### src/rtl/bin_to_bcd_seq.sv
// bin_to_bcd_seq: sequential shift-add-3 (double-dabble) binary-to-BCD converter.
// It watches bin_in and reconverts whenever the value differs from the last one
// converted. bcd_out/ndigits hold the last complete result and update only on the
// done pulse.
// Optional feature macro: BIN_TO_BCD_SIGNED_EN. When it is defined, bin_in is two's
// complement, the magnitude is converted and neg gives the sign. When it is not
// defined, bin_in is unsigned and neg is tied to 0.
module bin_to_bcd_seq #(
   parameter int W      = 16,
   parameter int DIGITS = 5
) (
   input  logic                            clk,
   input  logic                            reset,
   input  logic [W-1:0]                    bin_in,
   output logic [4*DIGITS-1:0]             bcd_out,
   output logic [$clog2(DIGITS+1)-1:0]     ndigits,
   output logic                            neg,
   output logic                            busy,
   output logic                            done
);

   localparam int BW  = 4 * DIGITS;
   localparam int NDW = $clog2(DIGITS + 1);
   localparam int CW  = $clog2(W + 1);

   typedef enum logic [1:0] {ST_IDLE, ST_SHIFT, ST_DONE} state_t;

   // True when DIGITS decimal digits can hold every W-bit value.
   function automatic bit range_ok();
      logic [127:0] p10;
      p10 = 128'd1;
      for (int i = 0; i < DIGITS; i++) p10 = p10 * 128'd10;
      return p10 > (128'd1 << W);
   endfunction

   if (!range_ok()) begin : g_range_chk
      $error("bin_to_bcd_seq: DIGITS too small for W (need 10^DIGITS > 2^W)");
   end

   // One double-dabble step: add 3 to every digit >= 5, then shift in the new bit.
   // Top bit falling out of the scratch is never significant given range_ok().
   function automatic logic [BW-1:0] shift_add3(input logic [BW-1:0] s, input logic b);
      logic [BW-1:0] t;
      t = s;
      for (int i = 0; i < DIGITS; i++) begin
         if (t[4*i +: 4] >= 4'd5) t[4*i +: 4] = t[4*i +: 4] + 4'd3;
      end
      return {t[BW-2:0], b};
   endfunction

   // Index of the highest nonzero digit plus one; 1 for an all-zero value.
   function automatic logic [NDW-1:0] sig_digits(input logic [BW-1:0] s);
      logic [NDW-1:0] n;
      n = NDW'(1);
      for (int i = 0; i < DIGITS; i++) begin
         if (s[4*i +: 4] != 4'd0) n = NDW'(i + 1);
      end
      return n;
   endfunction

   state_t           r_state;
   logic [W-1:0]     r_last;
   logic [W-1:0]     r_op;
   logic [BW-1:0]    r_scr;
   logic [CW-1:0]    r_cnt;
   logic [BW-1:0]    r_bcd;
   logic [NDW-1:0]   r_nd;
   logic             r_busy;
   logic             r_done;
   logic             w_start;
   logic [W-1:0]     w_operand;

   assign w_start = (r_state == ST_IDLE) && (bin_in != r_last);

`ifdef BIN_TO_BCD_SIGNED_EN
   logic             r_neg;
   logic             r_neg_cap;
   // Magnitude as W-bit unsigned, so the most negative value maps to 2^(W-1).
   assign w_operand = bin_in[W-1] ? ({W{1'b0}} - bin_in) : bin_in;
   assign neg       = r_neg;
`else
   assign w_operand = bin_in;
   assign neg       = 1'b0;
`endif

   // Control FSM and registered outputs; reset aborts any conversion in progress.
   always_ff @(posedge clk) begin
      if (reset) begin
         r_state <= ST_IDLE;
         r_last  <= '0;
         r_cnt   <= '0;
         r_bcd   <= '0;
         r_nd    <= NDW'(1);
         r_busy  <= 1'b0;
         r_done  <= 1'b0;
`ifdef BIN_TO_BCD_SIGNED_EN
         r_neg   <= 1'b0;
`endif
      end else begin
         r_done <= 1'b0;
         case (r_state)
            ST_IDLE: begin
               if (w_start) begin
                  r_last  <= bin_in;
                  r_cnt   <= '0;
                  r_busy  <= 1'b1;
                  r_state <= ST_SHIFT;
               end
            end
            ST_SHIFT: begin
               r_cnt <= r_cnt + CW'(1);
               if (r_cnt == CW'(W - 1)) r_state <= ST_DONE;
            end
            ST_DONE: begin
               r_bcd   <= r_scr;
               r_nd    <= sig_digits(r_scr);
               r_done  <= 1'b1;
               r_busy  <= 1'b0;
               r_state <= ST_IDLE;
`ifdef BIN_TO_BCD_SIGNED_EN
               r_neg   <= r_neg_cap;
`endif
            end
            default: r_state <= ST_IDLE;
         endcase
      end
   end

   // Datapath: operand capture and the shift-add-3 scratch; no reset needed since
   // the FSM decides when these values are meaningful.
   always_ff @(posedge clk) begin
      if (w_start) begin
         r_op  <= w_operand;
         r_scr <= '0;
`ifdef BIN_TO_BCD_SIGNED_EN
         r_neg_cap <= bin_in[W-1];
`endif
      end else if (r_state == ST_SHIFT) begin
         r_scr <= shift_add3(r_scr, r_op[W-1]);
         r_op  <= {r_op[W-2:0], 1'b0};
      end
   end

   assign bcd_out = r_bcd;
   assign ndigits = r_nd;
   assign busy    = r_busy;
   assign done    = r_done;

endmodule

### config.mk
export PLATFORM = sky130hd
export DESIGN_NAME = bin_to_bcd_seq
export DESIGN_NICKNAME = d
export VERILOG_FILES = /design/src/rtl/bin_to_bcd_seq.sv
export SDC_FILE = /design/constraint.sdc
export NUM_CORES = 1
export LEC_CHECK = 0
export ABC_AREA = 1
export ABC_CLOCK_PERIOD_IN_PS = 2500
export CORE_AREA = 5 5 92 94
export DETAILED_ROUTE_END_ITERATION = 10
export DIE_AREA = 0 0 97 99
export GPL_ROUTABILITY_DRIVEN = 0
export PLACE_DENSITY = 0.79
export RECOVER_POWER = 25
export SYNTH_ARGS = -nofsm -noshare
export SYNTH_HDL_FRONTEND = slang
export SYNTH_SLANG_ARGS = --single-unit
### constraint.sdc
create_clock -name clk -period 2.5 [get_ports clk]
set_input_delay 0.5 -clock clk [delete_from_list [all_inputs] [get_ports clk]]
set_output_delay 0.5 -clock clk [all_outputs]
set_load 0.01 [all_outputs]
==> Yosys cells after proc, flatten, opt, wreduce, memory -nomap -nowiden <==
Index checks and enable logic that the tools add are counted.
Widths: inputs -> output; s select.
{ "totals": {"out_inout_bits": 26, "inputBits": 18, "wordCells": 58, "reg_bits": 84} }
{ "classes": {"n_mux": 19, "addsub": 6, "reduce_logical": 13, "n_lt_le_gt_ge": 5, "n_eq_ne": 6} }
{ "op_table": {"columns": ["op", "n"], "rows": [
  ["$mux 16", 2],
  ["$ge 4x3->1 const B", 5],
  ["$add 4x2->4 const B", 4],
  ["$mux 4", 4],
  ["$ne 16x16->1", 1],
  ["$reduce_bool 4->1", 4],
  ["$mux 3", 4],
  ["$pmux 5 s2", 1],
  ["$reduce_and 2->1", 4],
  ["$mux 2", 3],
  ["$reduce_bool 2->1", 3],
  ["$add 5x1->5 const B", 1],
  ["$eq 5x4->1 const B", 1],
  ["$mux 5", 1],
  ["$ne 2x2->1 const B", 2],
  ["$pmux 2 s2", 1],
  ["$add 3x2->3 const B", 1],
  ["$eq 2x1->1 const B", 1],
  ["$eq 2x2->1 const B", 1],
  ["$logic_not 2->1", 1],
  ["$mux 1", 2],
  ["$pmux 1 s2", 1],
  ["$logic_and 1x1->1", 1]
]} }

==> Logic depth before layout (Yosys ltp) <==
{ "depth": {"depth_word": 5, "ltp_mapped": 11, "mapped_depth_nobuf": 10} }

==> Least setup slack after synthesis <==
No wires, ideal clock.
{ "synth_timing": {"path_type": "input to register", "from": "input bin_in[15]", "to": "register r_op[0], enable pin", "required_ns": 2.150, "path_stages": 9, "path_slack_ns": 0.868, "n_path_buf": 0, "arrival_time_ns": 1.283, "setup_ns": 0.350, "cell_sequence": "nand2_1 > inv_1 > nor2_1 > nor2_1 > nand2_1 > nor2_1 > nand2_2 > nand2_4 > nand2_2"} }
{ "synth_via": {"elab_chain_cells": 3} }
{ "synth_rtl": {"columns": ["element", "line", "rtl"], "rows": [
  ["from (decl)", "14", "input logic [W-1:0] bin_in,"],
  ["$ne 16x16->1", "73", "assign w_start = (r_state == ST_IDLE) && (bin_in != r_last);"],
  ["$logic_and 1x1->1", "73", null],
  ["$reduce_bool 2->1 (no line)", null, null],
  ["to (signal assigned)", "133", "r_op <= w_operand;"],
  ["to (signal assigned)", "140", "r_op <= {r_op[W-2:0], 1'b0};"],
  ["to (decl)", "63", "logic [W-1:0] r_op;"]
]} }
No other way between the ends.
A chain may end at the register's enable or synchronous reset.

==> Worst setup path in the final report <==
{ "layout_timing": {"from": "input bin_in[15]", "to": "register r_op[11], enable pin"} }
The elaborated chain is that of the path after synthesis.

==> results.md <==
Outcome:
- The run finished with clean final reports.

Routing:
- The number of iterations in the first detailed-routing pass is 5.
- The count of nets left with antenna violations after detail routing is 0.
- The average routed wire per standard cell is 12.4 um.
- The vias per cell is 5.11.
- The starting DRC count in detailed routing is 156.
- After detailed routing, the total wire length is 8050 um.
- The detailed router placed 3,314 vias in this run.
- After detailed routing, the number of remaining DRC violations is 0.

Global routing:
- The via count of the first global-routing pass is 3,119.
- Entering global routing, the biggest net connects 44 pins.
- The overall fraction of global-route tracks in use is 17.5%.
- The remaining global-route overflow is 0.
- The first global-routing pass estimated 14,000 um of wire.
- The initial antenna violation count came to 0.

Timing:
- The number of pins with negative max-slew slack in the final report was 0.
- For the final database, setup skew stands at 0.00911 ns.
- The smallest clock period supported by the final layout is computed as 2.11 ns.
- In the post-route analysis, the smallest setup slack over all paths is 0.392 ns.
- Setup repair after global routing left no endpoint under its margin.
- The hold violation count in the final report is 0.
- The final setup violation count is 0.
- The total negative setup slack is 0 ns.
- Headroom to the max-slew limit came out at 18.0%.
- The maximum clock rate is 474 MHz.
- For the pin with the worst max-slew slack, the measured transition is 1.23 ns.
- Of the available clock period, the critical path in the final layout requires 84.3%.

Synthesis:
- By count the netlist is led by 123 x nand2_1, 68 x dfxtp_1, 60 x a21oi_1, 59 x inv_1, 47 x o21ai_0.
- After synthesis, the mean cell area works out to 7.69 um2.
- The largest total area in the synthesized netlist belongs to dfxtp_1.
- Sequential elements use 48.0% of the synthesized area.
- Ranked by total cell area, the synthesized netlist is headed by dfxtp_1 35%, edfxtp_1 13%, nand2_1 12%.
- The cell area after synthesis is 3830 um2.
- The synthesized design contains 16 enable-type register cells.
- Yosys printed 0 warnings.
- The flip-flop and latch count after synthesis is 84.
- The post-synth net total is 530.
- After technology mapping, the gate count stands at 499.
- The most common flop cell mapped by yosys is dfxtp_1.
- The count of distinct cell types in the synthesized netlist is 31.
- The share of flip-flops with an asynchronous set or reset after synthesis is 0%.
- The share of synthesized area in the top cell type comes to 35.5%.
- Yosys instantiated no cell more often than nand2_1.

CTS:
- The tree is rooted in a clkbuf_8.
- The number of buffers added for setup after CTS is 0.
- TritonCTS built the clock tree.
- The H-tree generated during clock tree synthesis spans 3 levels.
- After clock tree synthesis, the clock-pin slew on the worst setup and hold paths is 0.09 ns.
- In this run the deepest clock path goes through 2 buffers.
- The number of gates given a new drive strength after cts is 0.
- In this run, post-CTS hold repair placed 0 buffers.
- Clock latency on the worst-skew pair, taken at its later pin, is 0.35 ns.
- Counting the buffers created by CTS gives 9.
- The number of sinks handled by clock tree synthesis is 84.

Floorplanning:
- The standard-cell row count is 32.
- Measured along the y axis, the die boundary spans 99 um.
- The floorplan step defined a die boundary enclosing 9600 um2.
- The initial core utilization is 50.7%.
- The die width is 97 um.
- The area inside the core boundary is 7570 um2.
- The I/O pin count is 44.

Worst setup path:
- The count of buffer and inverter cells on the critical path is 3.
- The type of destination of the critical path is a flip-flop.
- The most critical setup path has its startpoint at bin_in[15].
- On the worst path, the slowest cell contributes a delay of 0.53 ns.
- The cell family contributing the most delay on the critical path is simple AND/OR/NAND/NOR gates.
- Traced cell by cell, the critical path runs through clkdlybuf4s50_1 -> nand2_1 -> inv_1 -> nor2_1 -> nor2_1 -> nand2_1 -> nor2_1 -> nand2_1 -> nand2_4 -> nand2_2 -> buf_4.
- The data required time at the worst endpoint is 2.60 ns.
- The critical path startpoint category is a primary input.
- Along the worst path, the maximum fanout reaches 13.
- The critical path is of the in2reg type.
- The worst register-to-register path begins at r_last[0].
- At the worst endpoint, the arrival time is 2.21 ns.
- For this design, the slowest cell found on the critical path is clkdlybuf4s50_1.

Final layout:
- 0 antenna diodes ended up in the layout.
- The post-route netlist has 6.58% of its cells at a drive strength greater than 1.
- The post-layout net count is 573.
- Fill cells in the final layout number 637.
- The growth of design area from synthesis to finish is 20.5%.
- The multi-input combinational cells in the finished layout cover a total of 1660 um2.
- Registers take 1840 um2.

Power:
- The analysis attributes to cell leakage a power of 2.02 nW.
- The power density normalized to cell area is 651 nW/um2.
- The maximum resistive drop on vdd is 0.000408 V.

Place:
- Detailed placement ended at an HPWL of 5730 um.
- The worst slack at placement is 0.116 ns.
- The count of buffers inserted at the top-level ports is 42.

Job:
- The count of max-cap constraint violations is 0.

Hold path:
- The worst hold path belongs to the class reg2reg.
- In this run the most critical hold path is launched from ndigits[1].
## through the flow
stage	hold slack (ns)	cells	area, um2	util (%)	power [mW]
6_report	0.478	649	4620	61.1	3.01
5_1_grt	0.488	649	4620	61.1	3.16
4_1_cts	0.480	649	4630	61.2	3.04
3_5_place_dp	0.462	633	4370	57.7	1.84
3_3_place_gp	0.459	633	4370	57.7	1.83
2_1_floorplan	0.444	499	3830	-	1.73
## layout by cell type (no fill, tap or decap)
master,count
o21ai_1,2
a21oi_1,60
conb_1,1
a21oi_2,2
nand3_2,2
buf_4,8
dfxtp_1,68
edfxtp_1,16
inv_2,1
a31oi_1,1
nand2_4,1
clkinv_2,1
inv_1,59
o21a_1,5
nor3_1,6
xor2_1,6
nand4_1,1
o22ai_1,3
clkbuf_8,10
o21ai_0,47
buf_12,1
or2_2,2
clkbuf_16,2
nand3_1,25
a22oi_1,2
dlygate4sd3_1,4
bufinv_16,2
o211ai_1,1
clkbuf_1,1
inv_6,1
nor2_1,28
ha_1,13
nand2_1,124
nor2_2,2
nand2_2,1
clkdlybuf4s50_1,38
## path summary, 6_finish.rpt
kind / end / depth (start not counted) / slack [ns]
min: ndigits[1] / 2 / 0.48
max reg2reg: r_op[11] / 10 / 0.72
max: r_op[11] / 11 / 0.39
min reg2reg: ndigits[1] / 2 / 0.48
## cells by family after synthesis
group                      Yosys count  synth area share, %
other                                1               0.0978
adders and majority gates           13                 4.24
xor gates and xnor gates             6                 1.37
and+or+nand+nor                    192                 20.8
AOI/OAI and AO/OA                  123                 16.9
buffers and inverters               80                 8.58
DFF                                 84                 48.0
## power breakdown
group | total, mW | internal, mW | switching [mW]
Clock | 1.20 | 0.714 | 0.485
Sequential | 1.49 | 1.46 | 0.0364
Combinational | 0.318 | 0.120 | 0.197
Total | 3.01 | 2.29 | 0.719
## flip-flops by register name, indices dropped and copies added, names as in the netlist
signal	cells
bcd_out	20
busy	1
done	1
ndigits	3
r_cnt	5
r_last	16
r_op	16
r_scr	20
r_state	2
## routing by layer
layer	track usage, %	part of all wire [%]	vias up	routed length [um]
met4	4.97	1.2	0	93
met1	21.8	46	1518	3720
met5	0	0	-	0
met2	29.8	47	85	3800
met3	4.88	5.5	9	444
li1	-	-	1702	-
## tightest hold or removal path, stage by stage, from the launching register on
cell and delay, ns:
dfxtp_1 0.32, nand3_1 0.07, nand2_1 0.05
## area by class of cell
cell class                      count  share of cell area, %
Clock buffer                       12                   4.06
Clock inverter                      4                   1.60
Inverter                           60                   4.87
Multi-Input combinational cell    335                   36.0
Sequential cell                    84                   39.8
Tap cell                          102                   2.76
Timing Repair Buffer               52                   10.9
No activity file was read; power rests on OpenSTA's default activity.
